===== src/rtl/ucsbece154_icache_cwf_if.sv =====
// Fetch-side and SDRAM-side signals of the critical-word-first instruction cache.
// The master modport is the environment (core plus SDRAM controller); the slave modport is the cache.
interface ucsbece154_icache_cwf_if;
    logic        ReadEnable;
    logic [31:0] ReadAddress;
    logic [31:0] Instruction;
    logic        Ready;
    logic        Busy;
    logic [31:0] MemReadAddress;
    logic        MemReadRequest;
    logic [31:0] MemDataIn;
    logic        MemDataReady;

    modport master (
        output ReadEnable, ReadAddress, MemDataIn, MemDataReady,
        input  Instruction, Ready, Busy, MemReadAddress, MemReadRequest
    );

    modport slave (
        input  ReadEnable, ReadAddress, MemDataIn, MemDataReady,
        output Instruction, Ready, Busy, MemReadAddress, MemReadRequest
    );
endinterface


===== src/rtl/ucsbece154_icache_cwf.sv =====
// Set-associative read-only instruction cache with critical-word-first fill, early restart
// and a selectable victim policy (per-set round-robin or global LFSR).
module ucsbece154_icache_cwf #(
    parameter int NUM_SETS    = 8,
    parameter int NUM_WAYS    = 4,
    parameter int BLOCK_WORDS = 4,
    parameter int REPL_POLICY = 0
) (
    input logic Clk,
    input logic Reset,
    ucsbece154_icache_cwf_if.slave bus
);
    localparam int OB = $clog2(BLOCK_WORDS);
    localparam int SB = $clog2(NUM_SETS);
    localparam int WB = $clog2(NUM_WAYS);
    localparam int TB = 32 - OB - SB - 2;
    localparam logic [OB:0] LAST_BEAT = (OB+1)'(BLOCK_WORDS - 1);

    typedef enum logic [1:0] {IDLE, REQ, FILL} state_t;

    state_t state_q, state_d;

    logic [NUM_WAYS-1:0] valid_q [NUM_SETS];
    logic [TB-1:0]       tag_q   [NUM_SETS][NUM_WAYS];
    logic [31:0]         data_q  [NUM_SETS][NUM_WAYS][BLOCK_WORDS];
    logic [WB-1:0]       rrPtr_q [NUM_SETS];
    logic [15:0]         lfsr_q;

    logic [OB:0]   beatCnt_q, beatCnt_d;
    logic [TB-1:0] missTag_q;
    logic [SB-1:0] missSet_q;
    logic [OB-1:0] missWord_q;
    logic [WB-1:0] victim_q;

    logic [31:0] instr_q, instr_d;
    logic [31:0] memAddr_q, memAddr_d;
    logic        ready_q, ready_d;
    logic        busy_q, busy_d;
    logic        memReq_q, memReq_d;

    logic [OB-1:0] reqWord;
    logic [SB-1:0] reqSet;
    logic [TB-1:0] reqTag;
    logic          hit;
    logic [WB-1:0] hitWay;
    logic [WB-1:0] victim;
    logic          missLatch, beatWrite, fillDone;
    logic [OB-1:0] fillOffset;
    logic [15:0]   lfsrNext;

    assign reqWord    = bus.ReadAddress[OB+1:2];
    assign reqSet     = bus.ReadAddress[OB+SB+1:OB+2];
    assign reqTag     = bus.ReadAddress[31:OB+SB+2];
    assign fillOffset = missWord_q + beatCnt_q[OB-1:0];
    assign lfsrNext   = {lfsr_q[0] ^ lfsr_q[2] ^ lfsr_q[3] ^ lfsr_q[5], lfsr_q[15:1]};

    assign bus.Instruction    = instr_q;
    assign bus.Ready          = ready_q;
    assign bus.Busy           = busy_q;
    assign bus.MemReadAddress = memAddr_q;
    assign bus.MemReadRequest = memReq_q;

    always_comb begin
        hit    = 1'b0;
        hitWay = '0;
        for (int i = 0; i < NUM_WAYS; i++) begin
            if (valid_q[reqSet][i] && (tag_q[reqSet][i] == reqTag)) begin
                hit    = 1'b1;
                hitWay = WB'(i);
            end
        end
    end

    // Descending scan so the lowest-index invalid way overrides the policy choice.
    always_comb begin
        victim = (REPL_POLICY == 1) ? lfsr_q[WB-1:0] : rrPtr_q[reqSet];
        for (int i = NUM_WAYS - 1; i >= 0; i--) begin
            if (!valid_q[reqSet][i]) begin
                victim = WB'(i);
            end
        end
    end

    always_comb begin
        state_d   = state_q;
        instr_d   = instr_q;
        ready_d   = 1'b0;
        busy_d    = busy_q;
        memReq_d  = memReq_q;
        memAddr_d = memAddr_q;
        beatCnt_d = beatCnt_q;
        missLatch = 1'b0;
        beatWrite = 1'b0;
        fillDone  = 1'b0;
        case (state_q)
            IDLE: begin
                if (bus.ReadEnable) begin
                    if (hit) begin
                        ready_d = 1'b1;
                        instr_d = data_q[reqSet][hitWay][reqWord];
                    end else begin
                        busy_d    = 1'b1;
                        memReq_d  = 1'b1;
                        memAddr_d = {bus.ReadAddress[31:2], 2'b00};
                        beatCnt_d = '0;
                        missLatch = 1'b1;
                        state_d   = REQ;
                    end
                end
            end
            REQ: begin
                if (bus.MemDataReady) begin
                    memReq_d  = 1'b0;
                    beatWrite = 1'b1;
                    instr_d   = bus.MemDataIn;
                    ready_d   = 1'b1;
                    beatCnt_d = beatCnt_q + 1'b1;
                    state_d   = FILL;
                end
            end
            FILL: begin
                if (bus.MemDataReady) begin
                    beatWrite = 1'b1;
                    beatCnt_d = beatCnt_q + 1'b1;
                    if (beatCnt_q == LAST_BEAT) begin
                        fillDone  = 1'b1;
                        busy_d    = 1'b0;
                        beatCnt_d = '0;
                        state_d   = IDLE;
                    end
                end
            end
            default: state_d = IDLE;
        endcase
    end

    always_ff @(posedge Clk) begin
        if (Reset) begin
            state_q   <= IDLE;
            instr_q   <= '0;
            ready_q   <= 1'b0;
            busy_q    <= 1'b0;
            memReq_q  <= 1'b0;
            memAddr_q <= '0;
            beatCnt_q <= '0;
        end else begin
            state_q   <= state_d;
            instr_q   <= instr_d;
            ready_q   <= ready_d;
            busy_q    <= busy_d;
            memReq_q  <= memReq_d;
            memAddr_q <= memAddr_d;
            beatCnt_q <= beatCnt_d;
        end
    end

    // The victim is invalidated at miss time so a reset or abort never leaves a half-filled way valid.
    always_ff @(posedge Clk) begin
        if (Reset) begin
            for (int s = 0; s < NUM_SETS; s++) begin
                valid_q[s] <= '0;
                rrPtr_q[s] <= '0;
            end
            lfsr_q <= 16'hACE1;
        end else begin
            if (REPL_POLICY == 1) begin
                lfsr_q <= lfsrNext;
            end
            if (missLatch) begin
                valid_q[reqSet][victim] <= 1'b0;
            end
            if (fillDone) begin
                valid_q[missSet_q][victim_q] <= 1'b1;
                rrPtr_q[missSet_q]           <= rrPtr_q[missSet_q] + 1'b1;
            end
        end
    end

    always_ff @(posedge Clk) begin
        if (missLatch) begin
            missTag_q  <= reqTag;
            missSet_q  <= reqSet;
            missWord_q <= reqWord;
            victim_q   <= victim;
        end
        if (beatWrite) begin
            data_q[missSet_q][victim_q][fillOffset] <= bus.MemDataIn;
        end
        if (fillDone) begin
            tag_q[missSet_q][victim_q] <= missTag_q;
        end
    end
endmodule


===== src/flat_wrapper.sv =====
// flat-port wrapper written by rule: the top's interface ports become plain ports
module ucsbece154_icache_cwf_flat 
#(
    parameter int NUM_SETS    = 8,
    parameter int NUM_WAYS    = 4,
    parameter int BLOCK_WORDS = 4,
    parameter int REPL_POLICY = 0
)
  (Clk, Reset, bus_ReadEnable, bus_ReadAddress, bus_MemDataIn, bus_MemDataReady, bus_Instruction, bus_Ready, bus_Busy, bus_MemReadAddress, bus_MemReadRequest);
  ucsbece154_icache_cwf_if bus_i ();
  input logic Clk;
  input logic Reset;
  input wire logic [$bits(bus_i.ReadEnable)-1:0] bus_ReadEnable;
  input wire logic [$bits(bus_i.ReadAddress)-1:0] bus_ReadAddress;
  input wire logic [$bits(bus_i.MemDataIn)-1:0] bus_MemDataIn;
  input wire logic [$bits(bus_i.MemDataReady)-1:0] bus_MemDataReady;
  output wire logic [$bits(bus_i.Instruction)-1:0] bus_Instruction;
  output wire logic [$bits(bus_i.Ready)-1:0] bus_Ready;
  output wire logic [$bits(bus_i.Busy)-1:0] bus_Busy;
  output wire logic [$bits(bus_i.MemReadAddress)-1:0] bus_MemReadAddress;
  output wire logic [$bits(bus_i.MemReadRequest)-1:0] bus_MemReadRequest;
  assign bus_i.ReadEnable = bus_ReadEnable;
  assign bus_i.ReadAddress = bus_ReadAddress;
  assign bus_i.MemDataIn = bus_MemDataIn;
  assign bus_i.MemDataReady = bus_MemDataReady;
  assign bus_Instruction = bus_i.Instruction;
  assign bus_Ready = bus_i.Ready;
  assign bus_Busy = bus_i.Busy;
  assign bus_MemReadAddress = bus_i.MemReadAddress;
  assign bus_MemReadRequest = bus_i.MemReadRequest;
  ucsbece154_icache_cwf #(.NUM_SETS(NUM_SETS), .NUM_WAYS(NUM_WAYS), .BLOCK_WORDS(BLOCK_WORDS), .REPL_POLICY(REPL_POLICY)) u_core (.Clk(Clk), .Reset(Reset), .bus(bus_i));
endmodule

===== config.mk =====
export PLATFORM = sky130hd
export DESIGN_NAME = ucsbece154_icache_cwf_flat
export DESIGN_NICKNAME = d
export VERILOG_FILES = /design/src/rtl/ucsbece154_icache_cwf_if.sv /design/src/rtl/ucsbece154_icache_cwf.sv /design/src/flat_wrapper.sv
export SDC_FILE = /design/constraint.sdc
export NUM_CORES = 2
export LEC_CHECK = 0
export BUFFER_PORTS_ARGS = -buffer_cell sky130_fd_sc_hd__buf_2
export CORE_MARGIN = 3
export CORE_UTILIZATION = 53
export DETAILED_ROUTE_END_ITERATION = 8
export GPL_ROUTABILITY_DRIVEN = 0
export PLACE_DENSITY = 0.77
export SYNTH_ARGS = -nofsm -noshare
export SYNTH_HDL_FRONTEND = slang
export SYNTH_MEMORY_MAX_BITS = 65536
export SYNTH_SLANG_ARGS = --single-unit

===== constraint.sdc =====
create_clock -name Clk -period 8.3 [get_ports Clk]
set_clock_uncertainty 0.05 [all_clocks]
set_input_delay 0 -clock Clk [delete_from_list [all_inputs] [get_ports Clk]]
set_output_delay 0 -clock Clk [all_outputs]
set_load 0.05 [all_outputs]

== Yosys cells after proc, flatten, opt, wreduce, memory -nomap -nowiden ==
Memories as Yosys holds them, arrays and structs flattened. A register that Yosys moved wholly into a read port is not among the register bits.
Index checks and enable logic that the tools add are counted.
Word-level totals
  memory bits (writable): 4944
  word-level logic and storage cells: 151
  output and inout port bits: 67
  input port bits: 68
  register bits after elaboration: 102
  memories: 4
Cells by class
  add/subtract/negate cells: 3
  magnitude comparators: 10
  equality and inequality tests: 13
  reduce and logical (&&, ||, !) cells: 22
  bitwise logic cells: 5
  muxes and demuxes: 83
Memory list
  u_core.data_q: words 8, bits a word 512, read ports 1, clocked after Yosys merged registers in 0, wr ports 1, line ucsbece154_icache_cwf.sv:25  | logic [31:0] data_q [NUM_SETS][NUM_WAYS][BLOCK_WORDS];
  u_core.tag_q: words 8, bits a word 100, read ports 1, clocked after Yosys merged registers in 0, wr ports 1, line ucsbece154_icache_cwf.sv:24  | logic [TB-1:0] tag_q [NUM_SETS][NUM_WAYS];
  u_core.valid_q: words 8, bits a word 4, read ports 1, clocked after Yosys merged registers in 0, wr ports 8, line ucsbece154_icache_cwf.sv:23  | logic [NUM_WAYS-1:0] valid_q [NUM_SETS];
  u_core.rrPtr_q: words 8, bits a word 2, read ports 2, clocked after Yosys merged registers in 1, wr ports 8, line ucsbece154_icache_cwf.sv:26  | logic [WB-1:0] rrPtr_q [NUM_SETS];
Operators with widths (number)
  $mux 512: 1
  $mux 128: 3
  $bmux 128 s2: 1
  $demux 128 s2: 1
  $mux 32: 6
  $eq 25x25->1: 4
  $mux 100: 1
  $bmux 32 s2: 1
  $demux 32 s2: 1
  $pmux 32 s2: 1
  $demux 25 s2: 1
  $mux 1: 31
  $mux 3: 9
  $mux 25: 1
  $mux 2: 12
  $mux 4: 6
  $reduce_and 5->1: 3
  $ge 3x3->1 const B: 4
  $not 2->3: 4
  $pmux 3 s3: 1
  $logic_and 1x1->1: 8
  $ne 2x2->1 const B: 4
  $reduce_and 4->1: 2
  $reduce_or 4->1: 2
  other kinds (19): 28

== Logic depth before layout (Yosys ltp) ==
An unclocked memory read counts as a cell.
  depth after elaboration: 16
  depth in mapped cells: 22
  mapped depth without buffers: 11

== Worst setup path before layout ==
Ideal clock, no wire load.
  kind: input-to-reg
  start: input port bus_ReadAddress[6]
  end: register u_core.instr_q[2] (netlist: u_core.bus.Instruction[2])
  data required time: 8.133 ns
  arrival: 3.684 ns
  path buffers: 5
  path slack: 4.449 ns
  setup time: 0.117 ns
  stages on the path: 16
  cells stage by stage: buf_6 > buf_8 > buf_8 > buf_4 > mux4_2 > mux2i_1 > xnor2_1 > or3b_1 > nor4b_1 > and4_4 > buf_6 > mux4_2 > nor2_1 > nor3_1 > or4b_1 > a32o_1
Between the ends
  longest elaborated chain between the ends: 16
  elaborated cells on any way between the ends: 30
  those cells by class: eq/ne: 5; mux: 16; bitwise: 1; reduce/logical: 5; memory: 3
Ends and longest elaborated chain
  start, declared: line flat_wrapper.sv:14  | input wire logic [$bits(bus_i.ReadAddress)-1:0] bus_ReadAddress;
  $mem_v2 8x100
  $eq 25x25->1: line ucsbece154_icache_cwf.sv:67  | if (valid_q[reqSet][i] && (tag_q[reqSet][i] == reqTag)) begin
  $logic_and 1x1->1: line ucsbece154_icache_cwf.sv:67
  $mux 1: line ucsbece154_icache_cwf.sv:67
  $mux 2 (2 in series): line ucsbece154_icache_cwf.sv:67
  $not 2->3 (implied by the code): line ucsbece154_icache_cwf.sv:100  | instr_d = data_q[reqSet][hitWay][reqWord];
  $bmux 128 s2: line ucsbece154_icache_cwf.sv:100
  $mux 128 (implied by the code) (2 in series): line ucsbece154_icache_cwf.sv:100
  $bmux 32 s2: line ucsbece154_icache_cwf.sv:100
  $mux 32 (implied by the code) (2 in series): line ucsbece154_icache_cwf.sv:100
  $mux 32: line ucsbece154_icache_cwf.sv:98  | if (hit) begin
  $mux 32: line ucsbece154_icache_cwf.sv:97  | if (bus.ReadEnable) begin
  $pmux 32 s2: line ucsbece154_icache_cwf.sv:95  | case (state_q)
  end signal, assigned: line ucsbece154_icache_cwf.sv:148  | instr_q <= instr_d;
  end, declared: line ucsbece154_icache_cwf.sv:35  | logic [31:0] instr_q, instr_d;
Parallel ways exist; a longest one is shown, timed or not. The select of a mux whose other input is x is not followed.
A chain may end at the register's enable or synchronous reset.

== Final worst setup path ==
  start: input port bus_ReadAddress[4]
  end: register u_core.instr_q[29] (netlist: u_core.bus.Instruction[29])
The elaborated chain is that of the path after synthesis.

==> results.py <==
metrics = {
    "clock_network": {
        "clkTransAtPathRegs_ns": 0.06,
        "htree_levels": 5,
        "cts_sinks": 5049,
        "numCtsBuffers": 459,
        "clockBufferDepth": 4,
        "cts_tree": "built",
        "insertion_delay_ns": 1.01,
        "cts_resized": 0,
        "hold_buffers": 98,
        "cts_root_buf": "clkbuf_16",
        "cts_setup_buffers": 0,
    },
    "timing": {
        "maxSlewViolCount": 12,
        "finalHoldViolCount": 0,
        "period_share_pct": 75.89,
        "finalSetupViolations": 0,
        "rsz0062_at_grt": "no",
        "worst_slew_pin_slew_ns": 1.514,
        "setup_tns_ns": 0,
        "slew_headroom_pct": -1.052,
        "max_freq_mhz": 158.8,
        "finalCriticalPeriod_ns": 6.299,
    },
    "worst_setup_path": {
        "endpoint_kind": "flip-flop",
        "cp.arrival_ns": 7.11,
        "cp-start-kind": "input pin",
        "worst-path-max-fanout": 85,
        "cp.required_ns": 9.12,
        "reg2reg_depth": 11,
        "cp_slowest_stage_delay_ns": 1.11,
        "crit_chain": "dlygate4sd3_1 > buf_12 > nor2_2 > buf_4 > a22o_1 > nor3_1 > nor4b_1 > and4_1 > nand4_1 > nand3_2 > a21oi_1 > nor4_1 > o21ai_0 > a32o_1",
        "critPathSlowestCell": "nor4_1",
        "path_class": "input pin to flip-flop",
    },
    "grt": {
        "grt_pass1_wl_mm": 792.2,
        "antenna_found_initial": 49,
        "grt.overflow.total": 0,
        "grt_max_degree": 156,
        "grt_pass1_vias": 102125,
        "grt_usage_pct": 29.75,
    },
    "logic_synthesis": {
        "synth_flop_cell": "edfxtp_1",
        "syn_area_um2": 196400,
        "seq_area_frac_synth_pct": 76.81,
        "synthCells": 9217,
        "ys_ff_latch": 5049,
        "yosysWarnings": 0,
        "synth_edf_count": 4976,
        "async_flop_share_pct": 0,
        "netlist-cell-type-count": 101,
        "syn_avg_cell_area_um2": 21.31,
    },
    "route": {
        "drc": 0,
        "via_per_inst": 6.912,
        "wire_per_inst_um": 37.78,
        "ant_nets": 0,
        "dr.pass1.iters": 7,
        "num_vias": 104121,
        "wirelength_mm": 569.0,
        "dr.first_iter.drc_count": 19480,
    },
    "place": {
        "post_dp_cell_area_um2": 204300,
        "portBuffers": 130,
        "place_hpwl_mm": 316.6,
    },
    "die": {
        "coreArea_um2": 367200,
        "chipWidth_um": 614.8,
        "ioPinCount": 135,
        "die_h_um": 614.8,
        "rows": 222,
        "dieArea_um2": 378000,
        "initial_core_util_pct": 53.49,
    },
    "min_path": {
        "whs_path_depth": 2,
        "hold_path.class": "input pin to flip-flop",
    },
    "final_layout": {
        "design_area_um2": 220300,
        "drive_above_1_share_pct": 25.44,
        "nNetsFinal": 9805,
        "utilization_pct": 59.98,
        "syn_to_final_growth_pct": 12.13,
    },
    "pwr": {
        "ir_drop_mv": 0.1947,
        "p_per_area_nw_per_um2": 245.3,
        "cellLeakagePower_uw": 0.06961,
    },
    "flow_run": {
        "drv_cap": 1,
    },
    "run_status": {
        "violations": "capacitance limit, slew limit",
        "outcome": "finished, violations left",
    },
}
## cell families after synthesis
group           count (synthesis)  share of synthesized area (%)
buf+inv                       542                          1.578
compound gates                562                          2.044
simple gates                 1309                          2.996
other cells                     1                       0.001909
mux                          1685                          16.24
flops                        5049                          76.81
xor+xnor                       61                         0.2720
fa+ha+maj                       8                        0.05096
## metal layers
| metal | GRT usage [%] | wire length, µm | up-vias | share of wire, % |
|---|---|---|---|---|
| li1 | - | - | 39399 | - |
| met1 | 38.04 | 181800 | 53399 | 32 |
| met2 | 44.58 | 257600 | 9545 | 45 |
| met3 | 10.39 | 88810 | 1748 | 16 |
| met4 | 17.15 | 40330 | 30 | 7.1 |
| met5 | 0.05051 | 394 | - | 0.069 |
## cell usage in the layout (no fill, tap or decap), types with 74 or more instances in the layout
cell type         n
edfxtp_1       4976
mux4_2         1153
nand2_1         505
clkbuf_16       463
mux2i_1         426
buf_4           357
nor2_1          232
nor2_4          129
nand3_1         119
clkinv_1        117
dlygate4sd3_1    97
a21oi_1          95
buf_2            95
clkinv_2         85
o21ai_0          83
mux2_2           74
## per-stage QoR
stage          hold WS [ns]  total power [µW]  setup WS [ns]  instances
2_1_floorplan       0.04887             31230          4.449       9218
3_3_place_gp         0.2954             33040          1.845      14096
3_5_place_dp         0.2972             33180          1.911      14096
4_1_cts           0.0002304             53940          2.195      15040
5_1_grt             0.05265             55120          2.071      15049
6_report            0.03873             54030          2.001      15063
## path summary, 6_finish.rpt
path / slack, ns / endpoint / from
worst min-delay path: 0.04 / u_core.data_q[2][419] / bus_MemDataIn[3]
worst min register to register: 0.41 / u_core.bus.Instruction[16] / u_core.bus.Instruction[16]
worst max-delay path: 2.00 / u_core.bus.Instruction[29] / bus_ReadAddress[4]
worst max register to register: 2.44 / u_core.bus.Instruction[7] / u_core.tag_q[5][66]
## final cells by class
type / instances / area [µm²]
fillers: 24338 / 146900
inverters: 20 / 82.58
well taps: 4928 / 6166
clock buffers: 542 / 11940
diodes: 21 / 52.55
multi-input cells: 3627 / 43610
clock inverters: 304 / 2943
repair buffers: 572 / 4577
flip-flops and latches: 5049 / 150900
## flip-flops by register name, indices dropped and copies added (netlist names), named ones only
| name | count |
|---|---|
| u_core.beatCnt_q | 3 |
| u_core.bus.Busy | 1 |
| u_core.bus.Instruction | 32 |
| u_core.bus.MemReadAddress | 30 |
| u_core.bus.MemReadRequest | 1 |
| u_core.bus.Ready | 1 |
| u_core.data_q | 4096 |
| u_core.missSet_q | 3 |
| u_core.missTag_q | 25 |
| u_core.missWord_q | 2 |
| u_core.rrPtr_q | 16 |
| u_core.state_q | 2 |
| u_core.tag_q | 800 |
| u_core.valid_q | 32 |
| u_core.victim_q | 2 |
## synth_stat cells, types with 13 or more instances
library cell     n  area, µm²
nand4_1         42      262.8
nor3_1          60      300.3
mux2_2          74      833.3
and2_1          15      93.84
mux4_2        1153      25970
a31oi_1         28      175.2
a211oi_1        25      187.7
buf_2          134      670.6
a32o_1          24      240.2
xor2_1          23      201.4
or4_1           14      105.1
dfxtp_1         73       1461
a22oi_1         40      300.3
nor2_1         399       1498
o22ai_1         51      319.1
o21ai_0         83      415.4
inv_1           18      67.56
xnor2_1         38      332.8
buf_1           33      123.9
buf_4           77      578.1
nor2b_1         13      81.33
nor4_1          21      131.4
edfxtp_1      4976     149400
o21a_1          22      165.2
nand3_1        122      610.6
and3_1          18      112.6
clkbuf_1       210      788.3
a22o_1          34      297.8
nand2b_1        18      112.6
or3_1           17      106.4
o211ai_1        15      112.6
buf_6           46      518.0
nand2_1        508       1907
mux4_1          32      840.8
a21oi_1         96      480.5
mux2i_1        426       4264
## critical path: cells and delay by family
kind / cells / cell delay, ns
AOI/OAI and AO/OA: 4 / 1.04
buffers and inverters: 3 / 1.27
and+or+nand+nor: 7 / 4.43
## where the power goes
part           switching (µW)  leakage (µW)  internal (µW)
clock                    9350       0.00724          11800
combinational            2850        0.0170           1140
sequential                408        0.0454          28500
(Power assumes the default switching activity.)
